==> config.mk <==
export PLATFORM = sky130hd
export DESIGN_NAME = sm1068_uart_cmd_rx
export DESIGN_NICKNAME = d
export VERILOG_FILES = /design/src/rtl/sm1068_uart_cmd_rx.sv
export SDC_FILE = /design/constraint.sdc
export NUM_CORES = 1
export LEC_CHECK = 0
export CORE_MARGIN = 3
export CORE_UTILIZATION = 53
export DETAILED_ROUTE_END_ITERATION = 10
export PLACE_DENSITY = 0.84
export SKIP_CTS_REPAIR_TIMING = 1
export SLEW_MARGIN = 5
export SYNTH_ARGS = -nofsm -noshare
export SYNTH_HDL_FRONTEND = slang
export SYNTH_SLANG_ARGS = --single-unit
==> constraint.sdc <==
create_clock -name clk_50 -period 2.36 [get_ports clk_50]
set_input_delay 0.472 -clock clk_50 [delete_from_list [all_inputs] [get_ports clk_50]]
set_output_delay 0.472 -clock clk_50 [all_outputs]
set_load 0.01 [all_outputs]
==> src/rtl/sm1068_uart_cmd_rx.sv <==
// rtl/sm1068_uart_cmd_rx.sv - 8N1 UART receiver with '#'-cmd-digit-digit-LF command frame decoder
module sm1068_uart_cmd_rx #(
    parameter int CLKS_PER_BIT = 434,
    parameter int TIMEOUT_CLKS = 5000000,
    parameter int MAX_NODE     = 36
) (
    input  logic       clk_50,
    input  logic       rst_n,
    input  logic       rx,
    output logic [7:0] byte_data,
    output logic       byte_valid,
    output logic       frame_err,
    output logic       cmd_valid,
    output logic [7:0] cmd_code,
    output logic [5:0] cmd_node,
    output logic       cmd_err,
    output logic       busy
);
    localparam int CNT_W = $clog2(CLKS_PER_BIT);
    localparam logic [CNT_W-1:0] HALF = CNT_W'(CLKS_PER_BIT / 2);
    localparam logic [CNT_W-1:0] LAST = CNT_W'(CLKS_PER_BIT - 1);
    localparam int TO_W = $clog2(TIMEOUT_CLKS + 1);
    localparam logic [TO_W-1:0] TO_MAX = TO_W'(TIMEOUT_CLKS);
    localparam logic [6:0] MAX_N = 7'(MAX_NODE);

    typedef enum logic [2:0] {IDLE, START, DATA, STOP, WAIT_HIGH} rx_state_t;
    typedef enum logic [2:0] {P_IDLE, P_CMD, P_D1, P_D0, P_TERM} p_state_t;

    rx_state_t        rx_state, rx_next;
    p_state_t         p_state, p_next;
    logic             rx_meta, rx_s;
    logic [CNT_W-1:0] cnt;
    logic [2:0]       bit_idx;
    logic [7:0]       shift;
    logic [7:0]       cmd_lat;
    logic [3:0]       d1, d0;
    logic [TO_W-1:0]  gap_cnt;
    logic [6:0]       node_sum;
    logic             err_nxt, valid_nxt, is_cmd, is_digit;

    // Flops preset high so a reset never looks like a start bit
    always_ff @(posedge clk_50 or negedge rst_n) begin
        if (!rst_n) begin
            rx_meta <= 1'b1;
            rx_s    <= 1'b1;
        end else begin
            rx_meta <= rx;
            rx_s    <= rx_meta;
        end
    end

    always_comb begin
        rx_next = rx_state;
        case (rx_state)
            IDLE:      if (!rx_s) rx_next = START;
            START:     if (cnt == HALF) rx_next = rx_s ? IDLE : DATA;
            DATA:      if (cnt == LAST && bit_idx == 3'd7) rx_next = STOP;
            STOP:      if (cnt == LAST) rx_next = rx_s ? IDLE : WAIT_HIGH;
            WAIT_HIGH: if (rx_s) rx_next = IDLE;
            default:   rx_next = IDLE;
        endcase
    end

    always_ff @(posedge clk_50 or negedge rst_n) begin
        if (!rst_n) begin
            rx_state   <= IDLE;
            cnt        <= '0;
            bit_idx    <= '0;
            shift      <= '0;
            byte_data  <= '0;
            byte_valid <= 1'b0;
            frame_err  <= 1'b0;
        end else begin
            rx_state   <= rx_next;
            byte_valid <= 1'b0;
            frame_err  <= 1'b0;
            // Counter restarts on every state change and on every bit boundary
            if (rx_state == IDLE || rx_state == WAIT_HIGH || rx_next != rx_state || cnt == LAST)
                cnt <= '0;
            else
                cnt <= cnt + 1'b1;
            if (rx_state == START)
                bit_idx <= '0;
            if (rx_state == DATA && cnt == LAST) begin
                shift   <= {rx_s, shift[7:1]};
                bit_idx <= bit_idx + 3'd1;
            end
            if (rx_state == STOP && cnt == LAST) begin
                if (rx_s) begin
                    byte_data  <= shift;
                    byte_valid <= 1'b1;
                end else begin
                    frame_err  <= 1'b1;
                end
            end
        end
    end

    assign is_cmd   = byte_data inside {8'd78, 8'd87, 8'd80, 8'd70};
    assign is_digit = (byte_data >= 8'h30) && (byte_data <= 8'h39);
    assign node_sum = 7'(d1) * 7'd10 + 7'(d0);

    always_comb begin
        p_next    = p_state;
        err_nxt   = 1'b0;
        valid_nxt = 1'b0;
        if (byte_valid) begin
            if (byte_data == 8'h23) begin
                // '#' always starts a new frame; abandoning one in progress is an error
                p_next  = P_CMD;
                err_nxt = (p_state != P_IDLE);
            end else begin
                case (p_state)
                    P_CMD: begin
                        p_next  = is_cmd ? P_D1 : P_IDLE;
                        err_nxt = !is_cmd;
                    end
                    P_D1: begin
                        p_next  = is_digit ? P_D0 : P_IDLE;
                        err_nxt = !is_digit;
                    end
                    P_D0: begin
                        p_next  = is_digit ? P_TERM : P_IDLE;
                        err_nxt = !is_digit;
                    end
                    P_TERM: begin
                        p_next = P_IDLE;
                        if (byte_data == 8'h0A && node_sum <= MAX_N) valid_nxt = 1'b1;
                        else                                         err_nxt   = 1'b1;
                    end
                    default: p_next = P_IDLE;
                endcase
            end
        end else if (p_state != P_IDLE && (frame_err || gap_cnt == TO_MAX)) begin
            p_next  = P_IDLE;
            err_nxt = 1'b1;
        end
    end

    always_ff @(posedge clk_50 or negedge rst_n) begin
        if (!rst_n) begin
            p_state   <= P_IDLE;
            cmd_valid <= 1'b0;
            cmd_err   <= 1'b0;
            cmd_code  <= '0;
            cmd_node  <= '0;
            cmd_lat   <= '0;
            d1        <= '0;
            d0        <= '0;
            gap_cnt   <= '0;
        end else begin
            p_state   <= p_next;
            cmd_valid <= valid_nxt;
            cmd_err   <= err_nxt;
            if (byte_valid && p_state == P_CMD) cmd_lat <= byte_data;
            if (byte_valid && p_state == P_D1)  d1 <= byte_data[3:0];
            if (byte_valid && p_state == P_D0)  d0 <= byte_data[3:0];
            if (valid_nxt) begin
                cmd_code <= cmd_lat;
                cmd_node <= node_sum[5:0];
            end
            if (p_state == P_IDLE || byte_valid) gap_cnt <= '0;
            else if (gap_cnt != TO_MAX)          gap_cnt <= gap_cnt + 1'b1;
        end
    end

    assign busy = (rx_state != IDLE) || (p_state != P_IDLE);
endmodule
**After elaboration in Yosys (flattened, before gate mapping)**

Cells that the tools add are included.

- Bits in registers: 93
- Latch bits: 0
- Bits in writable memories: 0
- Bits in read-only memories: 0
- Bits of input ports: 3
- Output and inout bits: 27
- Word-level logic and storage cells: 106
- Memories: 0

- $add $sub $neg: 4
- Multipliers: 1
- Divide/modulo/power cells: 0
- $lt $le $gt $ge: 3
- Equality and inequality tests: 20
- Shifts and indexed selects: 0
- Mux-type cells: 33
- Bitwise gates (word level): 0
- Reductions and logical operators: 27

Operator list:

| operator | count |
|---|---|
| $mux 23 | 2 |
| $mux 3 | 12 |
| $eq 8x7->1 const B | 4 |
| $add 23x1->23 const B | 1 |
| $eq 23x23->1 const B | 1 |
| $ne 23x23->1 const B | 1 |
| $pmux 3 s5 | 1 |
| $eq 3x2->1 const B | 4 |
| $mux 1 | 12 |
| $add 9x1->9 const B | 1 |
| $eq 3x3->1 const B | 3 |
| $eq 9x8->1 const B | 1 |
| $eq 9x9->1 const B | 1 |
| $logic_and 1x1->1 | 9 |
| $mux 9 | 1 |
| $pmux 3 s3 | 1 |
| $eq 8x4->1 const B | 1 |
| $eq 8x6->1 const B | 1 |
| $ge 8x6->1 const B | 1 |
| $le 8x6->1 const B | 1 |
| $add 7x4->7 | 1 |
| $le 7x6->1 const B | 1 |
| $eq 3x1->1 const B | 2 |
| $logic_not 3->1 | 2 |
| other kinds (12) | 23 |

**Depth between registers and ports, before layout**

Gate-level depths: netlist of the first run.

- Depth in word-level cells: 8
- Depth in mapped cells: 9
- Gate-level depth less buffers: 8

**Least setup slack after synthesis of the first run**

No wires, ideal clock.

- Kind: register -> register
- Start point: reg d1[1]
- End point: reg cmd_code[0]
- Setup time: 0.125 ns
- Data arrival time: 2.492 ns
- Data required time: 2.235 ns
- Path slack: -0.257 ns
- Cell stages (with the launch flop): 10
- Buffers on the path: 1
- Path through: dfrtp_1 ha_1 ha_1 inv_1 fa_1 and4b_1 xnor2_1 o2111ai_4 buf_6 mux2_4

- Word-level cells in the longest chain between the ends: 8

Ends and longest elaborated chain:

| element | line | RTL |
|---|---|---|
| from (decl) | 36 | `logic [3:0] d1, d0;` |
| from (signal assigned) | 156 | `if (byte_valid && p_state == P_D1) d1 <= byte_data[3:0];` |
| $mul 4x3->6 | 101 | `assign node_sum = 7'(d1) * 7'd10 + 7'(d0);` |
| $add 7x4->7 | 101 |  |
| $le 7x6->1 | 128 | `if (byte_data == 8'h0A && node_sum <= MAX_N) valid_nxt = 1'b1;` |
| $logic_and 1x1->1 | 128 |  |
| $mux 1 | 128 |  |
| $mux 1 | 113 | `case (p_state)` |
| $mux 1 | 108 | `if (byte_data == 8'h23) begin` |
| $mux 1 | 107 | `if (byte_valid) begin` |
| to (signal assigned) | 159 | `cmd_code <= cmd_lat;` |
| to (decl) | 14 | `output logic [7:0] cmd_code,` |

Every way passes these cells.
A chain may end at the register's enable or synchronous reset.

**Worst setup path in the final report of the first run**

- Start point: reg d1[1]
- End point: reg cmd_code[5]

Same word-level chain as after synthesis.

==> flow_summary_export.csv, run 1 <==
group,metric,value,unit
route,drt-vias-per-instance,5.67,
placed_design,pre_cts_slack,-0.202,ns
die,row_count,33,
die,boundaryPins,30,
timing,skew,0.00716,ns
pwr,finalPower,2.81,mW
route,drc,0,
grt,grt_overflow,0,
route,postRouteAntennaNets,0,
final_layout,final_area,0.00542,sq mm
status,violations,"setup timing",
setup_path,crit_slowest_cell,"fa_1",
pwr,p_per_area,519,mW/mm^2
clock_network,clk_latency,0.37,ns
clock_network,cts_buffers,9,
setup_path,cp_cell_sequence,"ha_1 > ha_2 > inv_2 > fa_1 > and4b_1 > xnor2_2 > o2111ai_4 > buf_12 > mux2_4",
timing,slew_violations,0,
setup_path,cp_data_required_time,2.61,ns
timing,max_freq,392,MHz
die,die_w,98.9,microns
setup_path,worstSetupEndpointType,"flop",
placed_design,place.gp.congestion,0.900,
pwr,ir_drop,0.412,mV
clock_network,cts_tree,"built",
die,die_area,0.00977,sq mm
grt,grtUsageTotal,19.8,%
grt,grt_start_max_net_pins,57,
timing,worst_pin_slew,0.712,ns
route,finalWirelength,8850,microns
clock_network,htreeDepth,3,
synth,yosysTopAreaCell,"dfrtp_1",
final_layout,layout-area-overhead-vs-synth,18.5,%
final_layout,final_common_cell,"dfrtp_1",
worst_hold_path,hold_class,"input pin to async pin",
grt,grt_pass1_vias,3234,
setup_path,crit_path_max_incr_delay,0.50,ns
synth,ys_async_sr_fraction,100,%
die,start_util,55.1,%
clock_network,clk_root_buffer_cell,"clkbuf_8",
timing,min_period,2.55,ns
route,first_pass_iters,4,
pwr,p_leak,2.48,nW
placed_design,placed_cell_area,0.00517,sq mm
die,die_y,98.9,microns
setup_path,path_max_fanout,14,
final_layout,drive_gt1_share,22.6,%
setup_path,worstSetupPathType,"flop to flop",
timing,grt_setup_unrepaired,"true",
synth,synth_area,0.00457,sq mm
synth,yosys-top-cells-area,"dfrtp_1, mux2_2, ha_1, nor2_1, xor2_1",
synth,ys_seq_area_share,51.0,%
synth,synth_nets,414,
clock_network,clk_pin_slew_worst_paths,0.09,ns
clock_network,ctsLongestPathBuffers,2,
placed_design,dp_hpwl,6430,microns
run,maxCapViolations,0,
final_layout,fillers,628,
synth,ys.flop_type,"dfrtp_1",
grt,antenna_found_initial,0,
synth,ys_ff_latch,93,
route,vias,3181,
synth,synthCells,397,
timing,finalHoldViolations,0,
synth,synth_area_per_cell,11.5,sq um
grt,grt_pass1_wl,15500,microns
die,core,0.00830,sq mm
status,run_status,"finished with violations",
synth,synth_cell_type_count,55,
route,drt_iter0_drc,269,
route,wl_per_cell,15.8,microns
synth,synth_edf_count,0,
clock_network,clkSinkCount,93,
final_layout,antenna_cells,0,
final_layout,finalNetCount,468,
timing,post-route-period-util,108,%
timing,slew_headroom,52.5,%
final_layout,layout_common_cells,"dfrtp_1, nor2_1, mux2_2",
setup_path,cp.arrival,2.80,ns
timing,finalSetupViolCount,14,
setup_path,startpoint_type,"flop",
placed_design,io_buffers,29,
synth,yosysWarnings,0,
synth,synth_top_area_share,49.8,%
timing,fin_ws,-0.190,ns
## kinds of logic after synthesis
| group | Yosys count | share of synthesized area (%) |
|---|---|---|
| flops | 93 | 51.0 |
| xor+xnor | 31 | 5.94 |
| mux | 47 | 12.2 |
| fa+ha+maj | 14 | 4.16 |
| simple gates | 141 | 17.1 |
| buf+inv | 24 | 2.16 |
| compound gates | 47 | 7.45 |
## metal layers
metal	GRT usage, %	up-vias	part of all wire [%]
met5	0	-	0
met4	4.73	0	1.2
met3	5.45	11	5.0
met2	32.3	84	49
met1	26.3	1566	44
li1	-	1520	-
## area by class of cell
cell class / count / area (sq um) / share of cell area [%]
clock buffers: 10 / 128 / 2.36
clock inverters: 6 / 93.8 / 1.73
inverters: 15 / 56.3 / 1.04
multi-input cells: 280 / 2180 / 40.2
flip-flops and latches: 93 / 2330 / 43.0
well taps: 105 / 131 / 2.43
repair buffers: 52 / 498 / 9.19
## report_power, final
group | leakage, nW | internal, mW | total (mW) | switching [mW]
Clock | 0.107 | 0.606 | 1.18 | 0.570
Combinational | 1.10 | 0.00697 | 0.0371 | 0.0301
Sequential | 1.28 | 1.60 | 1.60 | 0.00203
## cell usage after synthesis (all sizes together) (6+ instances only)
cell type / n
a21oi: 14
o21ai: 8
xnor2: 14
inv: 15
nand3: 22
clkbuf: 6
nor3: 8
nand4: 9
nor2: 41
xor2: 17
nand2: 19
ha: 12
mux2: 44
nand2b: 6
and3: 6
dfrtp: 91
## per-stage QoR
stage | cells | setup TNS [ns] | utilization, % | hold slack (ns)
after detailed placement | 545 | -2.30 | 62.2 | 0.349
after global routing | 561 | -3.45 | 65.3 | 0.177
after global placement | 545 | -1.36 | 62.2 | 0.345
after floorplan | 397 | -1.67 | - | 0.176
final | 561 | -2.13 | 65.3 | 0.141
after CTS | 561 | -2.31 | 64.9 | 0.167
## worst max-delay path: cells and delay by family, from the launching register on
family | cells | cell delay (ns)
DFF | 1 | 0.39
buffers and inverters | 2 | 0.22
xor gates and xnor gates | 1 | 0.19
and+or+nand+nor | 1 | 0.22
adders and majority gates | 3 | 0.97
muxes | 1 | 0.29
AOI/OAI and AO/OA | 1 | 0.15
## sequential cells by signal, summed over array words and instances, names as in the netlist, 3 cells and up
register   cells
cnt            9
p_state        3
gap_cnt       23
byte_data      8
shift          8
cmd_code       8
d0             4
d1             4
rx_state       3
bit_idx        3
cmd_lat        8
cmd_node       6
## final timing paths
| path | cells after the start | slack [ns] | startpoint | endpoint |
|---|---|---|---|---|
| setup / recovery | 9 | -0.19 | d1[1] | cmd_code[5] |
| hold / removal | 1 | 0.14 | rst_n | bit_idx[2] |
| setup reg to reg | 9 | -0.19 | d1[1] | cmd_code[5] |
| hold reg to reg | 0 | 0.36 | rx_meta | rx_s |
| max in group asynchronous | 2 | 1.59 | rst_n | cmd_code[5] |
| min in group clk_50 | 0 | 0.36 | rx_meta | rx_s |
Power figures use the tool's default switching activity.
==> run 2, diff against run 1 <==
--- a/config.mk
+++ b/config.mk
@@ -7,6 +7,7 @@
 export LEC_CHECK = 0
 export CORE_MARGIN = 3
 export CORE_UTILIZATION = 53
+export CTS_CLUSTER_DIAMETER = 80
 export DETAILED_ROUTE_END_ITERATION = 10
 export PLACE_DENSITY = 0.84
 export SKIP_CTS_REPAIR_TIMING = 1
==> results of run 2 <==
No change in the layout: final DEF, timing and power equal those of run 1.
==> run 3, diff against run 2 <==
--- a/config.mk
+++ b/config.mk
@@ -5,7 +5,6 @@
 export SDC_FILE = /design/constraint.sdc
 export NUM_CORES = 1
 export LEC_CHECK = 0
-export CORE_MARGIN = 3
 export CORE_UTILIZATION = 53
 export CTS_CLUSTER_DIAMETER = 80
 export DETAILED_ROUTE_END_ITERATION = 10
==> flow_summary_export.csv, run 3 (same netlist as run 1, synthesis figures left out) <==
group,metric,value,unit
final_layout,regArea,0.00233,sq mm
placed_design,dp_hpwl,6300,microns
pwr,p_per_area,483,mW/mm^2
final_layout,top_register,"gap_cnt",
pwr,pwr-share-seq,61.5,%
grt,grt_pass1_vias,3199,
timing,finalSetupViolCount,16,
die,die_area,0.00900,sq mm
clock_network,htreeDepth,3,
grt,grtUsageTotal,21.6,%
timing,skew,0.0123,ns
die,core,0.00830,sq mm
route,postRouteAntennaNets,0,
timing,worst_pin_slew,0.640,ns
final_layout,finalNetCount,470,
setup_path,reg2reg_depth,9,
route,first_pass_iters,4,
final_layout,fin_cells,563,
setup_path,crit_path_max_incr_delay,0.50,ns
timing,max_freq,386,MHz
route,drc,0,
final_layout,multi_input_area,0.00217,sq mm
setup_path,path_max_fanout,14,
timing,grt_setup_unrepaired,"true",
timing,post-route-period-util,110,%
final_layout,final_util,64.8,%
worst_hold_path,hold_class,"input pin to async pin",
route,drt_iter0_drc,201,
status,run_status,"finished with violations",
route,drt-vias-per-instance,5.61,
grt,grt_pass1_wl,14800,microns
die,row_count,33,
setup_path,rrSetupSlack,-0.23,ns
final_layout,layout_common_cells,"dfrtp_1, nor2_1, mux2_2",
final_layout,antenna_cells,0,
final_layout,layout-area-overhead-vs-synth,17.6,%
final_layout,fillers,608,
clock_network,clkSinkCount,93,
pwr,combPwrFrac,1.4,%
setup_path,crit_slowest_cell,"fa_1",
clock_network,cts_buffers,9,
setup_path,worstSetupEndpointType,"flop",
timing,slew_headroom,57.2,%
status,violations,"setup timing",
setup_path,cp_cell_sequence,"ha_1 > ha_2 > inv_2 > fa_1 > and4b_1 > xnor2_2 > o2111ai_4 > buf_12 > mux2_4",
clock_network,clk_pin_slew_worst_paths,0.09,ns
timing,fin_ws,-0.228,ns
final_layout,largest_reg_flops,23,
timing,min_period,2.59,ns
placed_design,place.gp.congestion,0.915,
final_layout,final_area,0.00538,sq mm
die,die_y,94.9,microns
pwr,clkPwrFrac,37.0,%
setup_path,cp_data_required_time,2.61,ns
pwr,p_sw_share,23.1,%
clock_network,cts_tree,"built",
final_layout,drive_gt1_share,22.7,%
route,vias,3158,
pwr,p_leak,2.46,nW
placed_design,dp.cells,546,
clock_network,clk_root_buffer_cell,"clkbuf_8",
run,maxCapViolations,0,
clock_network,clk_latency,0.37,ns
pwr,switchingPower,0.601,mW
grt,antenna_found_initial,0,
die,start_util,55.1,%
setup_path,startpoint_type,"flop",
die,boundaryPins,30,
final_layout,final_common_cell,"dfrtp_1",
timing,slew_violations,0,
timing,finalHoldViolations,0,
pwr,ir_drop,0.347,mV
pwr,internal_power,1.99,mW
final_layout,largestRegisters,"gap_cnt (23), cnt (9)",
route,wl_per_cell,15.4,microns
placed_design,placed_cell_area,0.00517,sq mm
setup_path,cp.arrival,2.84,ns
clock_network,ctsLongestPathBuffers,2,
grt,grt_overflow,0,
grt,grt_start_max_net_pins,39,
route,finalWirelength,8650,microns
placed_design,io_buffers,29,
setup_path,worstSetupPathType,"flop to flop",
die,die_w,94.9,microns
[run 3: worst max-delay path: cells and delay by family (launching register included)]
kind / cells / cell delay (ns)
fa+ha+maj: 3 / 0.96
flops: 1 / 0.40
mux: 1 / 0.30
simple gates: 1 / 0.23
buf+inv: 2 / 0.22
xor+xnor: 1 / 0.21
compound gates: 1 / 0.15
[run 3: metal layers]
layer	GRT usage (%)	share of wire, %	wire, microns
met4	7.07	1.8	152
met2	35.9	49	4250
met1	28.2	46	3950
met3	4.59	3.5	305
met5	0	0	0
[run 3: final cells by class]
class | instances | share of cell area (%)
clock buffer | 10 | 2.37
clock inverter | 6 | 0.885
inverter | 15 | 1.05
multi-input combinational | 280 | 40.4
sequential | 93 | 43.3
tap | 105 | 2.44
timing repair buffer | 54 | 9.54
[run 3: through the flow]
stage / worst slack (ns) / setup TNS (ns) / total power, mW / hold WS [ns]
2_1_floorplan: -0.196 / -1.67 / 1.63 / 0.176
3_3_place_gp: -0.132 / -1.47 / 1.67 / 0.346
3_5_place_dp: -0.208 / -2.43 / 1.67 / 0.347
4_1_cts: -0.215 / -2.44 / 2.63 / 0.0675
5_1_grt: -0.285 / -3.69 / 2.68 / 0.0905
6_report: -0.228 / -2.60 / 2.60 / 0.0568
[run 3: worst paths after layout]
check                      startpoint           to
min in group clk_50           rx_meta         rx_s
max                             d1[1]  cmd_code[4]
max in group asynchronous       rst_n  gap_cnt[15]
min                             rst_n     shift[1]
max reg2reg                     d1[1]  cmd_code[4]
min reg2reg                   rx_meta         rx_s
[run 3: power by group through the flow]
stage | registers [mW] | logic (mW) | clock network [mW]
floorplan | 1.63 | 0.000105 | 0
global placement | 1.63 | 0.0387 | 0
detailed placement | 1.63 | 0.0396 | 0
CTS | 1.60 | 0.0396 | 0.990
global route | 1.60 | 0.0454 | 1.04
finish | 1.60 | 0.0371 | 0.961
